===== src/rtl/audio_record_ctrl.sv =====
// Sample-memory sequencer for the audio recorder: records ADC samples into
// a single-port synchronous RAM and plays them back one per DAC request.
//
// Ports:
//   clk, reset                : audio clock, synchronous active-high reset
//   start_rec/start_play/stop : single-cycle commands (stop > rec > play)
//   loop                      : level, playback wraps at end of recording
//   sample_end/sample_req     : ADC valid / DAC request strobes
//   audio_input/audio_out     : ADC sample in, playback sample out
//   mem_addr/mem_wdata/mem_we : registered RAM interface, mem_rdata back
//   rec_length                : number of valid stored samples
//   recording/playing         : status levels
//   full/underrun             : sticky status flags
module audio_record_ctrl #(
   parameter int ADDR_WIDTH = 16,
   parameter int DATA_WIDTH = 16
) (
   input  logic                  clk,
   input  logic                  reset,
   input  logic                  start_rec,
   input  logic                  start_play,
   input  logic                  stop,
   input  logic                  loop,
   input  logic                  sample_end,
   input  logic                  sample_req,
   input  logic [DATA_WIDTH-1:0] audio_input,
   output logic [DATA_WIDTH-1:0] audio_out,
   output logic [ADDR_WIDTH-1:0] mem_addr,
   output logic [DATA_WIDTH-1:0] mem_wdata,
   output logic                  mem_we,
   input  logic [DATA_WIDTH-1:0] mem_rdata,
   output logic [ADDR_WIDTH:0]   rec_length,
   output logic                  recording,
   output logic                  playing,
   output logic                  full,
   output logic                  underrun
);

   typedef enum logic [2:0] {
      S_IDLE,
      S_REC,
      S_FETCH,
      S_WAIT,
      S_PLAY
   } state_t;

   state_t                r_state;
   logic [ADDR_WIDTH-1:0] r_wr_ptr;
   logic [ADDR_WIDTH-1:0] r_rd_ptr;
   logic [ADDR_WIDTH:0]   r_played;
   logic [DATA_WIDTH-1:0] r_next_sample;
   logic [DATA_WIDTH-1:0] r_audio_out;
   logic [ADDR_WIDTH-1:0] r_mem_addr;
   logic [DATA_WIDTH-1:0] r_mem_wdata;
   logic                  r_mem_we;
   logic [ADDR_WIDTH:0]   r_rec_length;
   logic                  r_recording;
   logic                  r_playing;
   logic                  r_full;
   logic                  r_underrun;

   logic                  w_play_ok;
   logic                  w_wr_last;
   logic [ADDR_WIDTH-1:0] w_rd_nx;
   logic [ADDR_WIDTH:0]   w_played_nx;
   logic [ADDR_WIDTH:0]   w_wr_len;

   // start_play with nothing recorded is treated as no command at all
   assign w_play_ok   = start_play && (r_rec_length != '0);
   assign w_wr_last   = &r_wr_ptr;
   assign w_rd_nx     = r_rd_ptr + 1'b1;
   assign w_played_nx = r_played + 1'b1;
   assign w_wr_len    = {1'b0, r_wr_ptr} + 1'b1;

   always_ff @(posedge clk) begin
      if (reset) begin
         r_state       <= S_IDLE;
         r_wr_ptr      <= '0;
         r_rd_ptr      <= '0;
         r_played      <= '0;
         r_next_sample <= '0;
         r_audio_out   <= '0;
         r_mem_addr    <= '0;
         r_mem_wdata   <= '0;
         r_mem_we      <= 1'b0;
         r_rec_length  <= '0;
         r_recording   <= 1'b0;
         r_playing     <= 1'b0;
         r_full        <= 1'b0;
         r_underrun    <= 1'b0;
      end else begin
         r_mem_we <= 1'b0;
         if (stop) begin
            r_state     <= S_IDLE;
            r_recording <= 1'b0;
            r_playing   <= 1'b0;
         end else if (start_rec) begin
            r_wr_ptr     <= '0;
            r_rec_length <= '0;
            r_full       <= 1'b0;
            r_state      <= S_REC;
            r_recording  <= 1'b1;
            r_playing    <= 1'b0;
         end else if (w_play_ok) begin
            // Address goes out on entry so FETCH presents it to the RAM
            r_rd_ptr    <= '0;
            r_played    <= '0;
            r_underrun  <= 1'b0;
            r_mem_addr  <= '0;
            r_state     <= S_FETCH;
            r_playing   <= 1'b1;
            r_recording <= 1'b0;
         end else begin
            case (r_state)
               S_REC: begin
                  if (sample_req) r_audio_out <= '0;
                  if (sample_end) begin
                     r_mem_we     <= 1'b1;
                     r_mem_addr   <= r_wr_ptr;
                     r_mem_wdata  <= audio_input;
                     r_wr_ptr     <= r_wr_ptr + 1'b1;
                     r_rec_length <= w_wr_len;
                     // Memory full: stop here, never wrap
                     if (w_wr_last) begin
                        r_full      <= 1'b1;
                        r_state     <= S_IDLE;
                        r_recording <= 1'b0;
                     end
                  end
               end
               S_FETCH: begin
                  if (sample_req) begin
                     r_audio_out <= '0;
                     r_underrun  <= 1'b1;
                  end
                  r_state <= S_WAIT;
               end
               S_WAIT: begin
                  if (sample_req) begin
                     r_audio_out <= '0;
                     r_underrun  <= 1'b1;
                  end
                  r_next_sample <= mem_rdata;
                  r_state       <= S_PLAY;
               end
               S_PLAY: begin
                  if (sample_req) begin
                     r_audio_out <= r_next_sample;
                     if (w_played_nx == r_rec_length) begin
                        if (loop) begin
                           r_rd_ptr   <= '0;
                           r_played   <= '0;
                           r_mem_addr <= '0;
                           r_state    <= S_FETCH;
                        end else begin
                           r_played  <= w_played_nx;
                           r_state   <= S_IDLE;
                           r_playing <= 1'b0;
                        end
                     end else begin
                        r_played   <= w_played_nx;
                        r_rd_ptr   <= w_rd_nx;
                        r_mem_addr <= w_rd_nx;
                        r_state    <= S_FETCH;
                     end
                  end
               end
               default: begin
                  if (sample_req) r_audio_out <= '0;
                  r_state <= S_IDLE;
               end
            endcase
         end
      end
   end

   assign audio_out  = r_audio_out;
   assign mem_addr   = r_mem_addr;
   assign mem_wdata  = r_mem_wdata;
   assign mem_we     = r_mem_we;
   assign rec_length = r_rec_length;
   assign recording  = r_recording;
   assign playing    = r_playing;
   assign full       = r_full;
   assign underrun   = r_underrun;

endmodule


===== config.mk =====
export PLATFORM = sky130hd
export DESIGN_NAME = audio_record_ctrl
export DESIGN_NICKNAME = d
export VERILOG_FILES = /design/src/rtl/audio_record_ctrl.sv
export SDC_FILE = /design/constraint.sdc
export NUM_CORES = 1
export LEC_CHECK = 0
export ABC_AREA = 1
export BUFFER_PORTS_ARGS = -buffer_cell sky130_fd_sc_hd__buf_2
export CAP_MARGIN = 20
export CORE_MARGIN = 5
export CORE_UTILIZATION = 58
export CTS_BUF_LIST = sky130_fd_sc_hd__clkbuf_4
export CTS_CLUSTER_SIZE = 12
export DETAILED_ROUTE_END_ITERATION = 8
export PLACE_DENSITY = 0.82
export SLEW_MARGIN = 15
export SYNTH_ARGS = -nofsm -noshare
export SYNTH_HDL_FRONTEND = slang
export SYNTH_SLANG_ARGS = --single-unit
export TNS_END_PERCENT = 100

===== constraint.sdc =====
create_clock -name clk -period 3.1 [get_ports clk]
set_input_delay 0.465 -clock clk [delete_from_list [all_inputs] [get_ports clk]]
set_output_delay 0.465 -clock clk [all_outputs]
set_load 0.02 [all_outputs]

---- After elaboration in Yosys (flattened, before gate mapping) ----
Cells that the tools add are included.
storage, ports and cells
  flip-flop bits (word level) ............. 138
  bits of input ports ..................... 40
  output and inout port bits .............. 70
cells by class
  add/subtract/negate cells ............... 4
  equal/unequal tests ..................... 18
  muxes and demuxes ....................... 51
  bitwise gates (word level) .............. 4
  reductions and logical operators ........ 33
operators with widths
  operator                 number
  $mux W16                 14
  $mux W17                 9
  $add A16 B1 Y16 const B  2
  $pmux W16 S2             1
  $reduce_and A4 Y1        6
  $mux W1                  20
  $add A16 B1 Y17 const B  1
  $add A17 B1 Y17 const B  1
  $eq A17 B17 Y1           1
  $reduce_bool A17 Y1      1
  $ne A4 B4 Y1 const B     4
  $reduce_and A16 Y1       1
  $reduce_and A5 Y1        3
  $reduce_bool A2 Y1       7
  $mux W3                  4
  $ne A3 B3 Y1 const B     4
  $pmux W3 S4              1
  $reduce_and A3 Y1        4
  $reduce_bool A3 Y1       4
  $ne A2 B2 Y1 const B     4
  $eq A3 B2 Y1 const B     2
  $reduce_and A6 Y1        1
  $reduce_or A5 Y1         1
  $mux W2                  2
  8 further kinds          12

---- Depth between registers and ports, before layout ----
Gate-level depths: netlist of run 1.
  word-level depth ........................ 7
  depth in mapped cells ................... 19
  mapped depth without buffers ............ 18

---- Worst setup path after synthesis of run 1 ----
Ideal clock, no wire load.
  kind .................................... register -> register
  from .................................... register, netlist name r_wr_ptr[0]
  to ...................................... register r_rd_ptr[6]
  setup time .............................. 0.132 ns
  arrival time ............................ 1.999 ns
  required time ........................... 2.968 ns
  setup slack ............................. 0.969 ns
  stages on the path, launching flop included .. 16
  buffers on the path ..................... 1
  period minus slack after synthesis ...... 2.131 ns
  cell sequence ........................... dfxtp_1 > inv_1 > ha_1 > nand4_1 > nor2_1 > nand2_1 > nand2_4 > inv_2 > nor2_4 > nor2_1 > nand2_1 > inv_1 > nand2_4 > buf_6 > nand2_1 > a21oi_1
RTL lines
  item                    RTL line  source
  end signal: assignment  162       r_rd_ptr <= w_rd_nx;
  end: declaration        49        logic [ADDR_WIDTH-1:0] r_rd_ptr;

---- Worst setup path after layout of run 1 ----
  from .................................... register r_played[0]
  to ...................................... register r_mem_addr[8] (netlist: mem_addr[8])
between the ends
  cells in the longest elaborated chain, start to end .. 6
  elaborated cells on any way between the ends .. 8
ends and longest elaborated chain
  item                      RTL line  source
  start: declaration        50        logic [ADDR_WIDTH:0] r_played;
  start signal: assignment  156       r_played <= w_played_nx;
  start signal: assignment  161       r_played <= w_played_nx;
  $add A17 B1 Y17 (*)       72        assign w_played_nx = r_played + 1'b1;
  $eq A17 B17 Y1 (*)        149       if (w_played_nx == r_rec_length) begin
  $mux W16                  149
  $mux W16                  147       if (sample_req) begin
  $pmux W16 S2              114       case (r_state)
  $mux W16                  104       end else if (w_play_ok) begin
  end signal: assignment    119       r_mem_addr <= r_wr_ptr;
  end signal: assignment    163       r_mem_addr <= w_rd_nx;
  end: declaration          53        logic [ADDR_WIDTH-1:0] r_mem_addr;
Mark *: on every way between the ends. The rest lies on a longest branch, timed or not. The select of a mux whose other input is x is not followed.
A chain may end at the register's enable or synchronous reset.

==> results.tsv, run 1 <==
metric	value	unit
outcome	completed	
CP cell instances	ha_1 -> nand2_2 -> nor2_2 -> nand2_1 -> clkinv_1 -> nand3_1 -> nand3_1 -> nand2_1 -> nor2_1 -> nand3_2 -> nor2_4 -> nand3_1 -> nand2_2 -> nand2_1 -> nand2_1 -> nor2_1	
CP arrival	3.22	ns
Clock Latency Late Sink	0.56	ns
first-pass iteration count of the detailed router	5	
flops & latches, synth	122	
drt first-iter violations	603	
first-pass GRT wire length	28.2	mm
Worst-path clk slew	0.12	ns
placed wire-length estimate	12.0	mm
TritonCTS buffer count	17	
period utilization	89.0	%
I/O pins	110	
Seq/Total Area, Yosys	38.8	%
initial antenna violation count	0	
Setup WS post-layout	0.340	ns
most frequent cells in the layout	nand2_1, nor2_1, dfxtp_1, buf_2, nand3_1	
Final Power	3.04	mW
Final nets	1103	
largest net degree at the start of global routing	61	
CTS hold repair buffers	0	
commonest non-fill, non-tap cell in the layout	nand2_1	
Starting Density	58.5	%
Ys Warns	0	
Routed WL per cell	13.9	um
Mean Syn Cell Area	6.57	um^2
CTS H-tree depth	4	
routed wire length	16.8	mm
worst rel slew slack	54.8	%
Synth top area share	38.8	%
Post-CTS Setup Bufs	0	
Power Density	421	nW/um^2
Synth area leader	dfxtp_1	
count of pins over their slew limit	0	
final core occ	67.3	%
Unique masters post-synth	36	
Peak Freq	362	MHz
number of clock sinks	122	
Critical Path End Type	flip-flop	
Final Hold Viols	0	
Critical Path Start Type	flip-flop	
number of vias per cell	5.37	
layout cells sized above 1	16.5	%
Lkg Pwr	3.31	nW
clk root buf	clkbuf_4	
worst hold path class	input pin to flip-flop	
row cnt	38	
global placement routability congestion	0.956	
Port Buffers	109	
Layout fillers	1019	
pre-CTS WS	0.409	ns
delay-heaviest family, CP	simple AND/OR/NAND/NOR gates	
most area-consuming cells after synthesis	dfxtp_1, nand2_1, nor2_1, nand3_1, a21oi_1	
slowest cell on the critical path	dfxtp_1	
GRT Resource Usage Total	26.8	%
RR Startpoint	r_played[0]	
Critical path buffers and inverters	1	
largest stage delay on the critical path	0.43	ns
setup TNS	0	ns
HP Start	audio_input[3]	
vias	6518	
Post-Synthesis Cells	957	
most used cell, CP	nand2_1	
synthesis-to-finish area growth	15.0	%
kind of critical path	flip-flop to flip-flop	
DRT antenna net count	0	
Max-Cap Viols	0	
post-CTS resize count	0	
WP data required	3.56	ns
Mapped Nets	1001	
Die H	114	um
full die area	13000	um^2
critical path peak fanout	32	
Worst VDD drop	405	uV
vias in the first global route	6101	
endpoints failing setup	0	
Period minus WS final	2.76	ns
clock buffer depth	2	
CTS tree	yes	
die width	114	um
core area	10700	um^2
RSZ-0062 raised after global routing	no	
Worst Max-Slew Pin Slew	0.679	ns
mapped cell area	6290	um^2
Crit. Startpoint	r_played[0]	
remaining global-route overflow	0	
Clock Skew	0.0248	ns
drt drc	0	
==> stage by stage <==
stage | hold WS [ns] | instance area [um^2] | cells
2_1_floorplan | 0.436 | 6290 | 957
3_3_place_gp | 0.443 | 6910 | 1180
3_5_place_dp | 0.449 | 6910 | 1180
4_1_cts | 0.0765 | 7230 | 1212
5_1_grt | 0.0989 | 7230 | 1212
6_report | 0.120 | 7230 | 1213
==> state kept, by name, summed over array words and instances (netlist names) <==
| register | flops |
|---|---|
| r_played | 17 |
| audio_out | 16 |
| mem_addr | 16 |
| mem_wdata | 16 |
| r_next_sample | 16 |
| r_rd_ptr | 16 |
| r_wr_ptr | 15 |
| r_state | 3 |
| rec_length | 2 |
| full | 1 |
| mem_we | 1 |
| playing | 1 |
| recording | 1 |
| underrun | 1 |
==> worst register-to-register path, stage by stage, from the launching register on <==
cell and delay, ns:
dfxtp_1 0.43, ha_1 0.23, nand2_2 0.11, nor2_2 0.19
nand2_1 0.13, clkinv_1 0.08, nand3_1 0.11, nand3_1 0.10
nand2_1 0.06, nor2_1 0.14, nand3_2 0.13, nor2_4 0.17
nand3_1 0.11, nand2_2 0.42, nand2_1 0.12, nand2_1 0.09
nor2_1 0.04
==> kinds of logic after synthesis <==
logic type | count (synthesis) | share of synthesized area (%)
and+or+nand+nor | 541 | 37.5
AOI/OAI and AO/OA | 135 | 10.9
buffers and inverters | 134 | 8.85
DFF | 122 | 38.8
xor gates and xnor gates | 21 | 3.14
adders and majority gates | 4 | 0.796
==> report_power, final <==
group	internal, mW	leakage, nW	switching [mW]
Sequential	1.58	0.984	0.00757
Clock	0.639	0.162	0.642
Combinational	0.0551	2.16	0.120
Total	2.27	3.31	0.770
==> metal layers <==
metal / track usage, % / routed length, um / vias to the layer above
met5: 0 / 0 / -
met4: 11.4 / 575 / 0
met3: 7.98 / 1600 / 56
met2: 42.5 / 7710 / 301
met1: 34.0 / 6940 / 2864
li1: - / - / 3297
==> worst paths after layout <==
kind / slack [ns] / depth (start not counted) / end
worst max-delay path: 0.34 / 16 / mem_addr[8]
worst min-delay path: 0.12 / 3 / mem_wdata[3]
worst max register to register: 0.34 / 16 / mem_addr[8]
worst min register to register: 0.46 / 2 / audio_out[3]
==> synth_stat cells (all sizes together) <==
cell,count
nand2,247
nor2,150
dfxtp,122
nand3,97
inv,91
a21oi,68
o21ai,63
buf,20
nand4,20
clkbuf,19
nor3,18
xor2,17
nor4,5
clkinv,4
ha,4
nand3b,3
xnor2,3
a211oi,2
and3,1
o211ai,1
o31ai,1
xnor3,1
==> layout make-up <==
cell class | instances | area (um^2) | area share [%]
tap | 140 | 175 | 2.42
sequential | 122 | 2440 | 33.8
timing repair buffer | 122 | 643 | 8.89
inverter | 95 | 357 | 4.93
clock inverter | 15 | 194 | 2.68
antenna | 1 | 2.50 | 0.0346
multi-input combinational | 701 | 3290 | 45.5
clock buffer | 17 | 128 | 1.76
Note: power is estimated with default switching activity, not from simulation.
==> run 2, diff against run 1 <==
Settings changed: CORE_UTILIZATION 58 to 50, PLACE_DENSITY 0.82 to 0.72.
==> run 2 against run 1 <==
- critical path depth is the same
- non-clock buffer count grew 1
- sequential power is essentially flat
- global-route usage shrank 3.2 points
- count of clock-buffer cells in the layout grew 1
- total power grew 0.60%
- hold slack is essentially flat
- wire length grew 0.92%
- first-iteration DRC count shrank 25%
==> results.tsv, run 2 (synthesized netlist as in run 1, its figures left out) <==
metric	value	unit	change
outcome	completed		unchanged
RR Startpoint	r_played[0]		unchanged
Port Buffers	109		unchanged
Max-Cap Viols	0		unchanged
R2R setup slack	0.44	ns	was 0.34 ns
DRT antenna net count	0		unchanged
Post-CTS Setup Bufs	0		unchanged
Clock Skew	0.0172	ns	was 0.0248 ns
largest net degree at the start of global routing	61		unchanged
placed wire-length estimate	12.0	mm	about the same
row cnt	41		was 38
Top reg by flops	r_played		unchanged
routed wire length	17.0	mm	was 16.8 mm
Power Density	420	nW/um^2	was 421 nW/um^2
Lkg Pwr	3.31	nW	about the same
worst rel slew slack	53.8	%	was 54.8%
CTS hold repair buffers	0		unchanged
remaining global-route overflow	0		unchanged
core area	12500	um^2	was 10,700 um^2
drt first-iter violations	454		was 603
post-CTS resize count	0		unchanged
full die area	14900	um^2	was 13,000 um^2
Largest register FFs	17		unchanged
period utilization	85.8	%	was 89.0%
CTS tree	yes		unchanged
Final Power	3.06	mW	was 3.04 mW
Crit. Startpoint	r_played[0]		unchanged
worst setup path end	mem_addr[4]		was mem_addr[8]
Starting Density	50.5	%	was 58.5%
Period minus WS final	2.66	ns	was 2.76 ns
clk root buf	clkbuf_4		unchanged
FF-to-FF path depth	16		unchanged
setup TNS	0	ns	unchanged
Final Hold Viols	0		unchanged
commonest non-fill, non-tap cell in the layout	nand2_1		unchanged
drt drc	0		unchanged
kind of critical path	flip-flop to flip-flop		unchanged
Worst Max-Slew Pin Slew	0.693	ns	was 0.679 ns
Clock Latency Late Sink	0.56	ns	about the same
number of vias per cell	5.14		was 5.37
clock buffer depth	2		unchanged
count of pins over their slew limit	0		unchanged
I/O pins	110		unchanged
initial antenna violation count	0		unchanged
Critical Path Start Type	flip-flop		unchanged
TritonCTS buffer count	17		unchanged
Worst VDD drop	348	uV	was 405 uV
synthesis-to-finish area growth	15.8	%	was 15.0%
critical path peak fanout	32		unchanged
vias in the first global route	5953		was 6,101
endpoints failing setup	0		unchanged
vias	6398		was 6,518
Peak Freq	376	MHz	was 362 MHz
layout cells sized above 1	16.8	%	was 16.5%
# diodes	0		was 1
RSZ-0062 raised after global routing	no		unchanged
GRT Resource Usage Total	23.6	%	was 26.8%
Die H	122	um	was 114 um
most frequent cells in the layout	nand2_1, nor2_1, dfxtp_1, buf_2, nand3_1		unchanged
worst hold path class	input pin to flip-flop		unchanged
Critical Path End Type	flip-flop		unchanged
Routed WL per cell	13.6	um	was 13.9 um
number of clock sinks	122		unchanged
WP data required	3.55	ns	was 3.56 ns
CTS H-tree depth	4		unchanged
CP arrival	3.11	ns	was 3.22 ns
global placement routability congestion	0.934		was 0.956
first-pass iteration count of the detailed router	5		unchanged
first-pass GRT wire length	28.2	mm	about the same
die width	122	um	was 114 um
Final nets	1104		was 1,103
final core occ	58.4	%	was 67.3%
R2R Path End	mem_addr[4]		was mem_addr[8]
Worst-path clk slew	0.12	ns	about the same
## run 2: per-layer routing
| layer | share of wire [%] | up-vias | global-route usage, % |
|---|---|---|---|
| met5 | 0 | - | 0 |
| met4 | 1.9 | 0 | 8.61 |
| met3 | 8.0 | 25 | 7.43 |
| met2 | 45 | 228 | 37.0 |
| met1 | 45 | 2851 | 30.7 |
| li1 | - | 3294 | - |
## run 2: cell type report
cell class | instances | area (um^2)
Fill cell | 1267 | 5180
Multi-Input combinational cell | 701 | 3290
Sequential cell | 122 | 2440
Timing Repair Buffer | 123 | 651
Inverter | 95 | 357
Tap cell | 172 | 215
Clock inverter | 14 | 194
Clock buffer | 18 | 135
## run 2: power breakdown
group	total [mW]	internal, mW	leakage (nW)	switching [mW]
Sequential	1.59	1.58	0.984	0.00825
Clock	1.30	0.652	0.163	0.645
Combinational	0.177	0.0556	2.17	0.121
## run 2: stage by stage
stage	hold WS, ns	instance area [um^2]	std cells	setup slack (ns)
after floorplan	0.436	6290	957	0.969
after global placement	0.445	6960	1213	0.578
after detailed placement	0.449	6960	1213	0.485
after CTS	0.0880	7290	1245	0.463
after global routing	0.0930	7290	1245	0.143
final	0.121	7290	1245	0.439
## run 2: how the worst min path moves through the flow
stage | startpoint | endpoint | slack (ns) | cells after the start
after global placement | r_next_sample[3] | audio_out[3] | 0.44 | 2
final | audio_input[5] | mem_wdata[5] | 0.12 | 3
after CTS | mem_rdata[9] | r_next_sample[9] | 0.09 | 3
after detailed placement | r_next_sample[5] | audio_out[5] | 0.45 | 2
after global routing | audio_input[14] | mem_wdata[14] | 0.09 | 3
after floorplan | r_next_sample[10] | audio_out[10] | 0.44 | 2
## run 2: critical path, cell delays in order (launching register included)
cell and delay, ns:
dfxtp_1 0.41, ha_1 0.22, nand2_2 0.09, nor2_2 0.21, nand2_1 0.13, nand2_1 0.12, nand2_1 0.06, nand2_1 0.05
nand3_1 0.08, nor3_2 0.12, nand3_2 0.13, nor2_4 0.17, nand3_1 0.10, nand2_2 0.43, nand2_1 0.11, nand2_1 0.08
nor2_1 0.04
